[src/rtl/route_pkg.sv]
// Shared types and constants for the waypoint route scheduler.
package route_pkg;

  typedef enum logic [1:0] {
    STOP  = 2'b00,
    GO    = 2'b01,
    ADD   = 2'b10,
    START = 2'b11
  } opcode_t;

  typedef enum logic [1:0] {
    IDLE,
    ISSUE,
    TRANSIT,
    DWELL
  } sched_state_t;

  localparam logic [7:0] CMD_STOP = 8'h00;
  localparam logic [1:0] OP_GO    = 2'b01;
  localparam int         ID_W     = 6;

endpackage

[src/rtl/wp_fifo.sv]
// Waypoint ID FIFO: first-word-fall-through read, flush clears pointers and count.
module wp_fifo #(
  parameter int DEPTH = 8,
  parameter int WIDTH = 6
) (
  input  logic                     clk,
  input  logic                     rst_n,
  input  logic                     push,
  input  logic                     pop,
  input  logic                     flush,
  input  logic [WIDTH-1:0]         wdata,
  output logic [WIDTH-1:0]         rdata,
  output logic [$clog2(DEPTH):0]   count,
  output logic                     full,
  output logic                     empty
);

  localparam int AW = $clog2(DEPTH);
  localparam int CW = AW + 1;

  logic [WIDTH-1:0] mem [DEPTH];
  logic [AW-1:0]    wr_ptr;
  logic [AW-1:0]    rd_ptr;
  logic             do_push;
  logic             do_pop;

  assign full    = (count == CW'(DEPTH));
  assign empty   = (count == '0);
  assign do_pop  = pop && !empty;
  // A simultaneous pop frees the slot, so a push into a full FIFO is still accepted.
  assign do_push = push && (!full || do_pop);
  assign rdata   = mem[rd_ptr];

  // NOTE: state registers use non-blocking assignments so every flop samples pre-edge values.
  always_ff @(posedge clk or negedge rst_n) begin
    if (!rst_n) begin
      wr_ptr <= '0;
      rd_ptr <= '0;
      count  <= '0;
    end else if (flush) begin
      wr_ptr <= '0;
      rd_ptr <= '0;
      count  <= '0;
    end else begin
      if (do_push) wr_ptr <= wr_ptr + 1'b1;
      if (do_pop)  rd_ptr <= rd_ptr + 1'b1;
      case ({do_push, do_pop})
        2'b10:   count <= count + 1'b1;
        2'b01:   count <= count - 1'b1;
        default: ;
      endcase
    end
  end

  // NOTE: storage is deliberately not reset; pointers and count alone define which entries are valid.
  always_ff @(posedge clk) begin
    if (do_push && !flush) mem[wr_ptr] <= wdata;
  end

endmodule

[src/rtl/route_sched.sv]
// Waypoint scheduler: queues destination IDs and dispatches them as GO commands,
// waiting for arrival and a dwell period between stops; STOP/GO bypass and abort.
module route_sched
  import route_pkg::*;
#(
  parameter int DEPTH        = 8,
  parameter int DWELL_CYCLES = 25000
) (
  input  logic                   clk,
  input  logic                   rst_n,
  input  logic [7:0]             rx_cmd,
  input  logic                   rx_rdy,
  output logic                   clr_rx_rdy,
  output logic [7:0]             cmd,
  output logic                   cmd_rdy,
  input  logic                   clr_cmd_rdy,
  input  logic                   in_transit,
  output logic                   route_active,
  output logic [$clog2(DEPTH):0] q_cnt,
  output logic                   q_ovfl,
  output logic                   route_done
);

  localparam int             DW         = (DWELL_CYCLES > 1) ? $clog2(DWELL_CYCLES) : 1;
  localparam logic [DW-1:0]  DWELL_LAST = DW'(DWELL_CYCLES - 1);

  sched_state_t    state, state_next;
  opcode_t         op;
  logic            first;
  logic [DW-1:0]   dwell_cnt;
  logic            push, pop, flush, load, done_set;
  logic [7:0]      load_val;
  logic [ID_W-1:0] head;
  logic            fifo_full, fifo_empty;

  assign op           = opcode_t'(rx_cmd[7:6]);
  assign clr_rx_rdy   = rx_rdy;
  assign route_active = (state != IDLE);

  wp_fifo #(.DEPTH(DEPTH), .WIDTH(ID_W)) u_fifo (
    .clk   (clk),
    .rst_n (rst_n),
    .push  (push),
    .pop   (pop),
    .flush (flush),
    .wdata (rx_cmd[ID_W-1:0]),
    .rdata (head),
    .count (q_cnt),
    .full  (fifo_full),
    .empty (fifo_empty)
  );

  always_ff @(posedge clk or negedge rst_n) begin
    if (!rst_n) begin
      state <= IDLE;
      first <= 1'b0;
    end else begin
      state <= state_next;
      first <= (state_next != state);
    end
  end

  // NOTE: every output of this block is given a default first so no latch can be inferred.
  always_comb begin
    state_next = state;
    push       = 1'b0;
    pop        = 1'b0;
    flush      = 1'b0;
    load       = 1'b0;
    load_val   = cmd;
    done_set   = 1'b0;

    unique case (state)
      IDLE:    if (rx_rdy && op == START && !fifo_empty) state_next = ISSUE;
      ISSUE: begin
        if (first) begin
          pop      = 1'b1;
          load     = 1'b1;
          load_val = {OP_GO, head};
        end else if (clr_cmd_rdy) begin
          state_next = TRANSIT;
        end
      end
      // in_transit only rises the cycle after acceptance, so the entry cycle is skipped.
      TRANSIT: begin
        if (!first && !in_transit) begin
          if (fifo_empty) begin
            done_set   = 1'b1;
            state_next = IDLE;
          end else begin
            state_next = DWELL;
          end
        end
      end
      DWELL:   if (dwell_cnt == DWELL_LAST) state_next = ISSUE;
      default: state_next = IDLE;
    endcase

    // Immediate commands override whatever the route was doing this cycle.
    if (rx_rdy) begin
      unique case (op)
        STOP, GO: begin
          flush      = 1'b1;
          pop        = 1'b0;
          done_set   = 1'b0;
          load       = 1'b1;
          load_val   = (op == STOP) ? CMD_STOP : rx_cmd;
          state_next = IDLE;
        end
        ADD:     push = 1'b1;
        default: ;
      endcase
    end
  end

  always_ff @(posedge clk or negedge rst_n) begin
    if (!rst_n) begin
      dwell_cnt  <= '0;
      cmd        <= CMD_STOP;
      cmd_rdy    <= 1'b0;
      q_ovfl     <= 1'b0;
      route_done <= 1'b0;
    end else begin
      dwell_cnt  <= (state == DWELL) ? dwell_cnt + 1'b1 : '0;
      q_ovfl     <= push && fifo_full && !pop;
      route_done <= done_set;
      if (load) begin
        cmd     <= load_val;
        cmd_rdy <= 1'b1;
      end else if (clr_cmd_rdy) begin
        cmd_rdy <= 1'b0;
      end
    end
  end

endmodule

[config.mk]
export PLATFORM = sky130hd
export DESIGN_NAME = route_sched
export DESIGN_NICKNAME = d
export VERILOG_FILES = /design/src/rtl/route_pkg.sv /design/src/rtl/wp_fifo.sv /design/src/rtl/route_sched.sv
export SDC_FILE = /design/constraint.sdc
export NUM_CORES = 1
export LEC_CHECK = 0
export BUFFER_PORTS_ARGS = -buffer_cell sky130_fd_sc_hd__buf_4
export CAP_MARGIN = 20
export CORE_ASPECT_RATIO = 1.25
export CORE_MARGIN = 5
export CORE_UTILIZATION = 30
export CTS_BUF_LIST = sky130_fd_sc_hd__clkbuf_4 sky130_fd_sc_hd__clkbuf_8 sky130_fd_sc_hd__clkbuf_16
export CTS_CLUSTER_SIZE = 28
export DETAILED_ROUTE_END_ITERATION = 6
export GPL_TIMING_DRIVEN = 0
export RECOVER_POWER = 100
export SKIP_CTS_REPAIR_TIMING = 1
export SLEW_MARGIN = 20
export SYNTH_ARGS = -nofsm -noshare
export SYNTH_HDL_FRONTEND = slang
export SYNTH_SLANG_ARGS = --single-unit
[constraint.sdc]
create_clock -name clk -period 2.4 [get_ports clk]
set_clock_uncertainty 0.05 [all_clocks]
set_input_delay 0.48 -clock clk [delete_from_list [all_inputs] [get_ports clk]]
set_output_delay 0.48 -clock clk [all_outputs]
set_load 0.01 [all_outputs]
==> flow_metrics.py <==
metrics = {
    "route": {
        "drt.antenna.violating_nets": 0,
        "drt-total-wl_microns": 8096,
        "via_per_inst": 4.917,
        "drc": 0,
        "drtPass1Iterations": 4,
        "wl_per_cell_microns": 15.72,
        "drt_first_iter_violations": 124,
        "vias": 2532,
    },
    "power_and_ir_drop": {
        "p_leak_nw": 1.699,
        "p_per_area_nw_per_um2": 731.3,
        "vdd_ir_drop_max_v": 0.0005149,
    },
    "grt": {
        "grt_antenna_before_repair": 0,
        "grtUsageTotal_pct": 11.18,
        "gr-total-overflow": 0,
        "grt_pass1_vias": 2597,
        "grt_pass1_wl_microns": 13280,
        "grt_max_degree": 40,
    },
    "yosys": {
        "synth_seq_cells": 87,
        "yosysSeqAreaShare_pct": 62.63,
        "synth_nets": 313,
        "synth_edf_count": 48,
        "ys_async_sr_fraction_pct": 44.83,
        "synth_cell_types": 45,
        "yosys_warnings": 0,
        "syn_area_per_cell_sq_um": 13.08,
        "synthCells": 295,
        "syn_area_sq_um": 3860,
        "yosys_most_used_dff": "edfxtp_1",
    },
    "floorplan": {
        "pin_count": 30,
        "die_x_microns": 111.5,
        "die_y_microns": 136.8,
        "fp.coreArea_sq_um": 12660,
        "start_util_pct": 30.48,
        "die_area_sq_um": 15250,
        "rows": 46,
    },
    "outcome": {
        "violations": "negative setup slack",
        "status": "finished with violations",
    },
    "cts": {
        "clkLatencyLatePin_ns": 0.33,
        "clockRootBuffer": "clkbuf_16",
        "cts_tree": "yes",
        "clk_pin_slew_worst_paths_ns": 0.06,
        "clock-sinks": 87,
        "numCtsBuffers": 9,
        "htree_num_levels": 3,
        "clockBufferDepth": 2,
    },
    "placement": {
        "dp_cells": 493,
        "globalplace.congestion": 0.7780,
        "dpl.hpwl_microns": 5687,
        "dpl-instance-area_sq_um": 4332,
        "io_buffers": 29,
    },
    "min_path": {
        "hold_class": "in2async",
    },
    "sta": {
        "rsz0062_at_grt": "true",
        "hold_violations": 0,
        "period_share_pct": 102.2,
        "slew-limit-headroom_pct": 32.45,
        "fmax_mhz": 407.8,
        "tightest_slew_ns": 1.013,
        "setup_violations": 1,
        "timing.final.crit_period_ns": 2.452,
        "slew_violations": 0,
        "setup_ws_ns": -0.05236,
    },
    "layout": {
        "nNetsFinal": 360,
        "n_antenna_cell": 0,
        "drive_gt1_share_pct": 21.04,
        "final_util_pct": 37.02,
        "syn_to_final_growth_pct": 21.43,
        "layoutNonFillerInstCount": 515,
        "fin_area_sq_um": 4687,
    },
    "setup_path": {
        "endpoint_kind": "flip-flop",
        "worstSetupStartpointType": "flip-flop",
        "worstPathCellList": "buf_6 -> or4_4 -> and3_4 -> ha_4 -> a31oi_4 -> nand2_1 -> mux2_4 -> o211ai_1 -> o31ai_1",
        "critPathArrivalTime_ns": 2.61,
        "path_class": "reg2reg",
        "cp_max_fo": 4,
        "crit_required_ns": 2.56,
        "cp_slowest_cell": "or4_4",
        "cp_slowest_stage_delay_ns": 0.54,
    },
    "job": {
        "cap_violations": 0,
    },
}
[flip-flops by register name, indices dropped and copies added, names as in the netlist]
register and cells:
dwell_cnt 15, route_done 1, state 2, u_fifo.rd_ptr 3, u_fifo.wr_ptr 3, cmd 8
q_ovfl 1, u_fifo.mem 48, first 1, u_fifo.count 4, cmd_rdy 1
[synth_stat cells, types with 2 or more instances]
cell type / number / share of area [%]
xor2_1: 10 / 2.3
o221ai_1: 2 / 0.45
nor2b_1: 5 / 0.81
or3_1: 2 / 0.32
nand2b_1: 4 / 0.65
inv_1: 4 / 0.39
nand2_1: 27 / 2.6
nor3_1: 8 / 1.0
a21oi_1: 5 / 0.65
mux4_2: 12 / 7.0
edfxtp_1: 48 / 37
nand4b_1: 2 / 0.45
clkbuf_1: 10 / 0.97
xnor2_1: 8 / 1.8
ha_1: 5 / 1.6
buf_6: 2 / 0.58
nor2_1: 30 / 2.9
o21ai_0: 19 / 2.5
nand3_1: 15 / 1.9
dfrtp_1: 39 / 25
a31oi_1: 3 / 0.49
nand3b_1: 2 / 0.39
and3_1: 5 / 0.81
mux2i_1: 7 / 1.8
[per-stage QoR]
step	TNS [ns]	hold WS, ns	worst slack [ns]	power, mW
finish	-0.05236	0.2602	-0.05236	3.428
global route	-0.1737	0.3621	-0.1312	3.579
CTS	-8.034	0.08978	-0.2726	3.450
detailed placement	-13.67	0.4436	-0.3898	2.042
global placement	-16.53	0.4308	-0.6024	2.030
floorplan	-0.04342	0.1344	-0.04342	1.892
[critical path: cells and delay by family, from the launching register on]
kind                       cells  cell delay (ns)
DFF                            1             0.39
AOI/OAI and AO/OA              3             0.43
adders and majority gates      1             0.25
buffers and inverters          1             0.13
muxes                          1             0.26
and+or+nand+nor                3             0.80
[routing by layer]
| layer | up-vias | GRT usage (%) | wire (microns) |
|---|---|---|---|
| met5 | - | 0 | 0 |
| met4 | 0 | 4.530 | 91 |
| met3 | 10 | 2.477 | 436 |
| met2 | 74 | 18.18 | 4001 |
| met1 | 1267 | 14.58 | 3566 |
| li1 | 1181 | - | - |
[worst paths after layout]
kind,start,end,slack [ns],depth (start not counted)
worst max register to register,u_fifo.count[1],u_fifo.count[3],-0.05,9
min in group clk,clr_cmd_rdy,cmd_rdy,0.38,3
worst min-delay path,rst_n,cmd_rdy,0.26,1
worst max-delay path,u_fifo.count[1],u_fifo.count[3],-0.05,9
worst min register to register,cmd[7],cmd[7],0.46,1
max in group asynchronous,rst_n,u_fifo.count[0],1.34,1
[placed cells by master, fill, tap and decap left out, drive strengths merged, types with 6 or more instances in the layout]
cell type and count:
a21oi 6, and3 6, buf 23, clkbuf 39, dfrtp 39, edfxtp 48, mux2i 7, mux4 12
nand2 27, nand3 15, nor2 30, nor3 8, o21ai 19, xnor2 8, xor2 10
[where the power goes]
part	switching (mW)	internal (mW)	total, mW
clock	0.558	0.846	1.40
sequential	0.0519	1.63	1.68
combinational	0.199	0.144	0.344
[final cells by class]
class                      count  area [sq um]
fill                        1247          7975
sequential                    87          2419
multi-input combinational    189          1449
clock buffer                  11         246.5
timing repair buffer          39         232.7
tap                          168         210.2
clock inverter                 5         57.56
buffer                        12         57.56
inverter                       4         15.01
[cell families after synthesis]
logic type	after synthesis	synth area share, %
adder cells (fa/ha/maj)	5	1.621
flip-flops	87	62.63
XOR/XNOR	18	4.084
multiplexers	20	9.206
AO/OA/AOI/OAI	38	6.257
AND/OR/NAND/NOR	108	13.84
buffers and inverters	19	2.366
(Power assumes the default switching activity.)
